`src/rtl/timer_responder.sv`:
```
// Memory-mapped down-counting timer with prescaler, auto-reload and a level interrupt.
// Four 16-bit registers in an 8-byte window at BASE; byte-lane writes commit once per strobe.
`timescale 1ns/1ps
module timer_responder #(
    parameter logic [15:0] BASE = 16'hFF00
) (
    input  logic        CLK,
    input  logic        RESET,
    input  logic [15:0] ADDR,
    input  logic [15:0] DIN,
    input  logic        RDN,
    input  logic        WRN0,
    input  logic        WRN1,
    output logic [15:0] DOUT,
    output logic        DOUT_EN,
    output logic        INT
);

    typedef enum logic [1:0] {
        REG_CTRL   = 2'd0,
        REG_RELOAD = 2'd1,
        REG_COUNT  = 2'd2,
        REG_STATUS = 2'd3
    } reg_sel_e;

    logic [7:0]  prescale_q, prescale_d;
    logic        auto_q, auto_d;
    logic        ie_q, ie_d;
    logic        en_q, en_d;
    logic [15:0] reload_q, reload_d;
    logic [15:0] count_q, count_d;
    logic        exp_q, exp_d;
    logic        ovr_q, ovr_d;
    logic [7:0]  psc_q, psc_d;
    logic        wr_prev_q;
    logic        wr_block_q;

    logic     hit;
    reg_sel_e reg_sel;
    logic     wr_lo, wr_hi, wr_any;
    logic     commit;
    logic     tick, expire;
    logic     unused_addr0;

    assign hit          = (ADDR[15:3] == BASE[15:3]);
    assign reg_sel      = reg_sel_e'(ADDR[2:1]);
    assign unused_addr0 = ADDR[0];
    assign wr_lo        = ~WRN0;
    assign wr_hi        = ~WRN1;
    assign wr_any       = wr_lo | wr_hi;
    // A strobe already low when reset releases must go high once before it may commit.
    assign commit       = hit & wr_any & ~wr_prev_q & ~wr_block_q;
    assign tick         = en_q & (psc_q == prescale_q);
    assign expire       = tick & (count_q == 16'h0000);

    // Read path is purely combinational and side-effect free.
    always_comb begin
        DOUT_EN = hit & ~RDN;
        DOUT    = 16'h0000;
        if (DOUT_EN) begin
            unique case (reg_sel)
                REG_CTRL:   DOUT = {prescale_q, 5'b0, auto_q, ie_q, en_q};
                REG_RELOAD: DOUT = reload_q;
                REG_COUNT:  DOUT = count_q;
                REG_STATUS: DOUT = {14'b0, ovr_q, exp_q};
            endcase
        end
    end

    assign INT = exp_q & ie_q;

    // NOTE: every next-state value gets a default first so no path through this block infers a latch.
    always_comb begin
        prescale_d = prescale_q;
        auto_d     = auto_q;
        ie_d       = ie_q;
        en_d       = en_q;
        reload_d   = reload_q;
        count_d    = count_q;
        exp_d      = exp_q;
        ovr_d      = ovr_q;
        psc_d      = psc_q;

        if (tick) begin
            if (count_q != 16'h0000)
                count_d = count_q - 16'd1;
            else if (auto_q)
                count_d = reload_q;
            else
                count_d = 16'h0000;
        end

        if (commit) begin
            unique case (reg_sel)
                REG_CTRL: begin
                    if (wr_hi) prescale_d = DIN[15:8];
                    if (wr_lo) {auto_d, ie_d, en_d} = DIN[2:0];
                end
                REG_RELOAD: begin
                    if (wr_hi) reload_d[15:8] = DIN[15:8];
                    if (wr_lo) reload_d[7:0]  = DIN[7:0];
                end
                REG_COUNT: begin
                    if (wr_hi) count_d[15:8] = DIN[15:8];
                    if (wr_lo) count_d[7:0]  = DIN[7:0];
                end
                REG_STATUS: begin
                    if (wr_lo && DIN[0]) exp_d = 1'b0;
                    if (wr_lo && DIN[1]) ovr_d = 1'b0;
                end
            endcase
        end

        // Expiry wins over a same-edge status clear or enable write.
        if (expire) begin
            exp_d = 1'b1;
            if (exp_q) ovr_d = 1'b1;
            if (!auto_q) en_d = 1'b0;
        end

        if (!en_d || (en_d && !en_q) || (commit && reg_sel == REG_COUNT) || tick)
            psc_d = 8'h00;
        else
            psc_d = psc_q + 8'd1;
    end

    // NOTE: state registers use non-blocking assignments so every flop samples pre-edge values.
    always_ff @(posedge CLK or posedge RESET) begin
        if (RESET) begin
            prescale_q <= 8'h00;
            auto_q     <= 1'b0;
            ie_q       <= 1'b0;
            en_q       <= 1'b0;
            reload_q   <= 16'h0000;
            count_q    <= 16'h0000;
            exp_q      <= 1'b0;
            ovr_q      <= 1'b0;
            psc_q      <= 8'h00;
            wr_prev_q  <= 1'b0;
            wr_block_q <= 1'b1;
        end else begin
            prescale_q <= prescale_d;
            auto_q     <= auto_d;
            ie_q       <= ie_d;
            en_q       <= en_d;
            reload_q   <= reload_d;
            count_q    <= count_d;
            exp_q      <= exp_d;
            ovr_q      <= ovr_d;
            psc_q      <= psc_d;
            wr_prev_q  <= wr_any;
            wr_block_q <= wr_block_q & wr_any;
        end
    end

endmodule

```
`config.mk`:
```
export PLATFORM = sky130hd
export DESIGN_NAME = timer_responder
export DESIGN_NICKNAME = d
export VERILOG_FILES = /design/src/rtl/timer_responder.sv
export SDC_FILE = /design/constraint.sdc
export NUM_CORES = 1
export LEC_CHECK = 0
export CORE_MARGIN = 1
export CORE_UTILIZATION = 54
export CTS_BUF_LIST = sky130_fd_sc_hd__clkbuf_4 sky130_fd_sc_hd__clkbuf_8 sky130_fd_sc_hd__clkbuf_16
export CTS_CLUSTER_DIAMETER = 30
export DETAILED_ROUTE_END_ITERATION = 8
export PLACE_DENSITY_LB_ADDON = 0.05
export SLEW_MARGIN = 10
export SYNTH_ARGS = -nofsm -noshare
export SYNTH_HDL_FRONTEND = slang
export SYNTH_SLANG_ARGS = --single-unit
```
`constraint.sdc`:
```
create_clock -name CLK -period 3.84 [get_ports CLK]
set_input_delay 1.152 -clock CLK [delete_from_list [all_inputs] [get_ports CLK]]
set_output_delay 1.152 -clock CLK [all_outputs]
set_load 0.02 [all_outputs]
```
==> impl_metrics.prom <==
# TYPE chip_impl_metric gauge
chip_impl_metric{name="dp_cells",unit=""} 494
chip_impl_metric{name="grt_remaining_overflow",unit=""} 0
chip_impl_metric{name="areaGrowthSynthToFinish",unit="%"} 21.8
chip_impl_metric{name="totalNegativeSetupSlack",unit="ns"} 0
chip_impl_metric{name="clock_buffers_created_by_tritoncts",unit=""} 5
chip_impl_metric{name="synth.distinct_cells",unit=""} 59
chip_impl_metric{name="final_core_util",unit="%"} 69.5
chip_impl_metric{name="post-route-drc-count",unit=""} 0
chip_impl_metric{name="globalplace.congestion",unit=""} 0.839
chip_impl_metric{name="max_vdd_drop",unit="mV"} 0.196
chip_impl_info{name="yosysMostFrequentCell",value="dfrtp_1"} 1
chip_impl_info{name="crit_start",value="ADDR[4]"} 1
chip_impl_metric{name="buffer_ports.inserted",unit=""} 53
chip_impl_metric{name="drt_iter0_markers",unit=""} 144
chip_impl_info{name="clock_tree_from_tritoncts",value="done"} 1
chip_impl_metric{name="grt_pass1_wl",unit="um"} 13700
chip_impl_metric{name="fin_ws",unit="ns"} 0.0447
chip_impl_metric{name="critical_path.max_stage_delay",unit="ns"} 0.40
chip_impl_metric{name="dpl_worst_slack",unit="ns"} -0.498
chip_impl_info{name="synth_area_leaders",value="dfrtp_1, mux2_2, nor2_1"} 1
chip_impl_metric{name="std_cell_rows",unit=""} 28
chip_impl_info{name="cell_chain_of_the_critical_path",value="clkdlybuf4s50_1, or3_4, nor3_4, nand2_2, buf_6, nor2_1, buf_2"} 1
chip_impl_metric{name="yosys_warnings",unit=""} 0
chip_impl_metric{name="dp_hpwl",unit="um"} 6300
chip_impl_metric{name="netlist.area_leader.share",unit="%"} 39.1
chip_impl_metric{name="detail-route-antenna-nets",unit=""} 0
chip_impl_metric{name="ctsLongestPathBuffers",unit=""} 2
chip_impl_metric{name="ys_ff_latch",unit=""} 55
chip_impl_metric{name="die-height",unit="um"} 82.0
chip_impl_info{name="hold_class",value="reg2reg"} 1
chip_impl_metric{name="synth_area",unit="um2"} 3460
chip_impl_metric{name="quantity_of_hold_fixing_buffers_added_after_cts",unit=""} 0
chip_impl_info{name="cpLargestDelayFamily",value="simple AND/OR/NAND/NOR gates"} 1
chip_impl_metric{name="worst-path-max-fanout",unit=""} 9
chip_impl_info{name="worstReg2RegStart",value="count_q[0]"} 1
chip_impl_metric{name="ctsHtreeMaxLevel",unit=""} 2
chip_impl_metric{name="wl_per_cell",unit="um"} 17.1
chip_impl_metric{name="setup_viol",unit=""} 0
chip_impl_metric{name="worstSkewPairLatency",unit="ns"} 0.31
chip_impl_metric{name="final_nets",unit=""} 466
chip_impl_metric{name="period_share",unit="%"} 98.8
chip_impl_metric{name="synth-edff-count",unit=""} 0
chip_impl_metric{name="dr_total_vias",unit=""} 2983
chip_impl_metric{name="final.setup_skew",unit="ns"} 0.00746
chip_impl_info{name="synth_largest_area_cell",value="dfrtp_1"} 1
chip_impl_metric{name="dieArea",unit="um2"} 6720
chip_impl_metric{name="drive_gt1_share",unit="%"} 23.4
chip_impl_metric{name="timing.critical_path.arrival",unit="ns"} 2.64
chip_impl_info{name="startpoint_class_of_the_critical_path",value="primary input"} 1
chip_impl_info{name="min_from",value="wr_block_q"} 1
chip_impl_metric{name="power_leakage",unit="uW"} 0.00180
chip_impl_metric{name="via_per_inst",unit=""} 5.94
chip_impl_metric{name="worst_slew_pin_slew",unit="ns"} 0.787
chip_impl_info{name="clock_tree_root_driver_cell",value="clkbuf_8"} 1
chip_impl_metric{name="synth_sequential_area_ratio",unit="%"} 39.9
chip_impl_metric{name="grt_max_degree",unit=""} 24
chip_impl_metric{name="antenna_found_initial",unit=""} 0
chip_impl_metric{name="post-route-min-period",unit="ns"} 3.80
chip_impl_metric{name="die_w",unit="um"} 82.0
chip_impl_metric{name="initial_utilization",unit="%"} 57.0
chip_impl_metric{name="core_region_area",unit="um2"} 6060
chip_impl_metric{name="slew-limit-headroom",unit="%"} 47.4
chip_impl_metric{name="r2r_slack",unit="ns"} 1.16
chip_impl_metric{name="total_power_divided_by_cell_area",unit="nW/um2"} 259
chip_impl_metric{name="clkSinkCount",unit=""} 55
chip_impl_metric{name="cp.buffers_inverters",unit=""} 3
chip_impl_info{name="critical_path.slowest_cell",value="clkdlybuf4s50_1"} 1
chip_impl_metric{name="layout.filler_cells",unit=""} 510
chip_impl_metric{name="f_max",unit="MHz"} 263
chip_impl_metric{name="io_pins",unit=""} 55
chip_impl_info{name="run_status",value="complete, no violations"} 1
chip_impl_metric{name="fin_cells",unit=""} 502
chip_impl_metric{name="totalWireLength",unit="um"} 8580
chip_impl_metric{name="syn_avg_cell_area",unit="um2"} 9.63
chip_impl_metric{name="final_max_slew_viol_count",unit=""} 0
chip_impl_metric{name="maximum_capacitance_violations",unit=""} 0
chip_impl_info{name="synth_ff_type",value="dfrtp_1"} 1
chip_impl_metric{name="postSynthNetCount",unit=""} 399
chip_impl_metric{name="clkSlewWorstSetupHoldPaths",unit="ns"} 0.09
chip_impl_metric{name="post-cts-setup-buffer-count",unit=""} 0
chip_impl_info{name="synth.top_cells.by_count",value="dfrtp_1, nor2_1, a21oi_1, mux2_2, nand2_1"} 1
chip_impl_info{name="worst-setup-path-type",value="in2out"} 1
chip_impl_metric{name="postSynthCellCount",unit=""} 359
chip_impl_metric{name="worst_ep_required_time",unit="ns"} 2.69
chip_impl_metric{name="vias_in_the_first_global_route",unit=""} 2863
chip_impl_metric{name="num_antenna_cells",unit=""} 0
chip_impl_metric{name="track_usage",unit="%"} 27.2
chip_impl_metric{name="final_hold_viol_count",unit=""} 0
chip_impl_metric{name="detailed_routing_iterations_pass_1",unit=""} 4
chip_impl_info{name="setup.worst_path.end_class",value="output pin"} 1
chip_impl_metric{name="asyncSetResetFlopFracSynth",unit="%"} 100
-- registers in the layout, summed over array words and instances, names as in the netlist --
register and flops:
auto_q 1, exp_q 1, ovr_q 1, en_q 1, count_q 16, reload_q 16
psc_q 8, wr_prev_q 1, prescale_q 8, ie_q 1, wr_block_q 1
-- layout by cell type, fill, tap and decap left out, types with 7 or more instances in the layout --
master and n:
dfrtp_1 54, nor2_1 47, clkdlybuf4s50_1 34, a21oi_1 28, mux2_2 27, buf_4 27
nand2_1 17, nand3_1 16, o21ai_0 16, inv_1 10, mux2i_1 10, xnor2_1 9
buf_2 9, nor3_1 7, xor2_1 7, a22oi_1 7
-- metrics by stage --
| stage | hold slack (ns) | instance area (um2) | total power, uW |
|---|---|---|---|
| finish | 0.507 | 4210 | 1090 |
| global route | 0.526 | 4210 | 1130 |
| CTS | 0.509 | 4210 | 1100 |
| detailed placement | 0.492 | 4140 | 693 |
| global placement | 0.493 | 4140 | 692 |
| floorplan | 0.481 | 3460 | 629 |
-- metal layers --
metal	vias up	routed length, um	GRT usage [%]
li1	1430	-	-
met1	1440	3890	36.1
met2	100	4040	45.0
met3	13	481	4.11
met4	0	171	9.65
met5	-	0	0
-- final timing paths --
path                                 end  depth (start not counted)
min in group asynchronous  prescale_q[2]                          2
max in group asynchronous     wr_block_q                          3
hold reg to reg               wr_block_q                          1
setup / recovery                DOUT[10]                          7
hold / removal                wr_block_q                          1
setup reg to reg              count_q[9]                          8
-- report_power, final --
| group | internal (uW) | total [uW] | leakage [uW] | switching (uW) |
|---|---|---|---|---|
| Clock | 211 | 408 | 0.0000612 | 196 |
| Combinational | 55.4 | 102 | 0.00104 | 46.4 |
| Sequential | 579 | 580 | 0.000699 | 0.536 |
-- final cells by class --
type | instances | area [um2] | share of cell area [%]
clock buffer | 6 | 82.6 | 1.96
clock inverter | 2 | 35.0 | 0.832
inverter | 11 | 41.3 | 0.981
multi-input combinational | 276 | 1910 | 45.3
sequential | 55 | 1380 | 32.7
tap | 75 | 93.8 | 2.23
timing repair buffer | 77 | 673 | 16.0
-- cell families after synthesis --
kind of cell,synth area share (%)
simple gates,22.8
compound gates,13.9
flops,39.9
mux,13.0
buf+inv,5.36
xor+xnor,4.06
fa+ha+maj,1.09
-- timing repair --
item | 4_1_cts | 5_1_grt
resized for setup | 74 | 8
pin swaps | 1 | 0
hold endpoints to repair | 0 | 0
setup endpoints to repair | 17 | 7
Power figures use the tool's default switching activity.
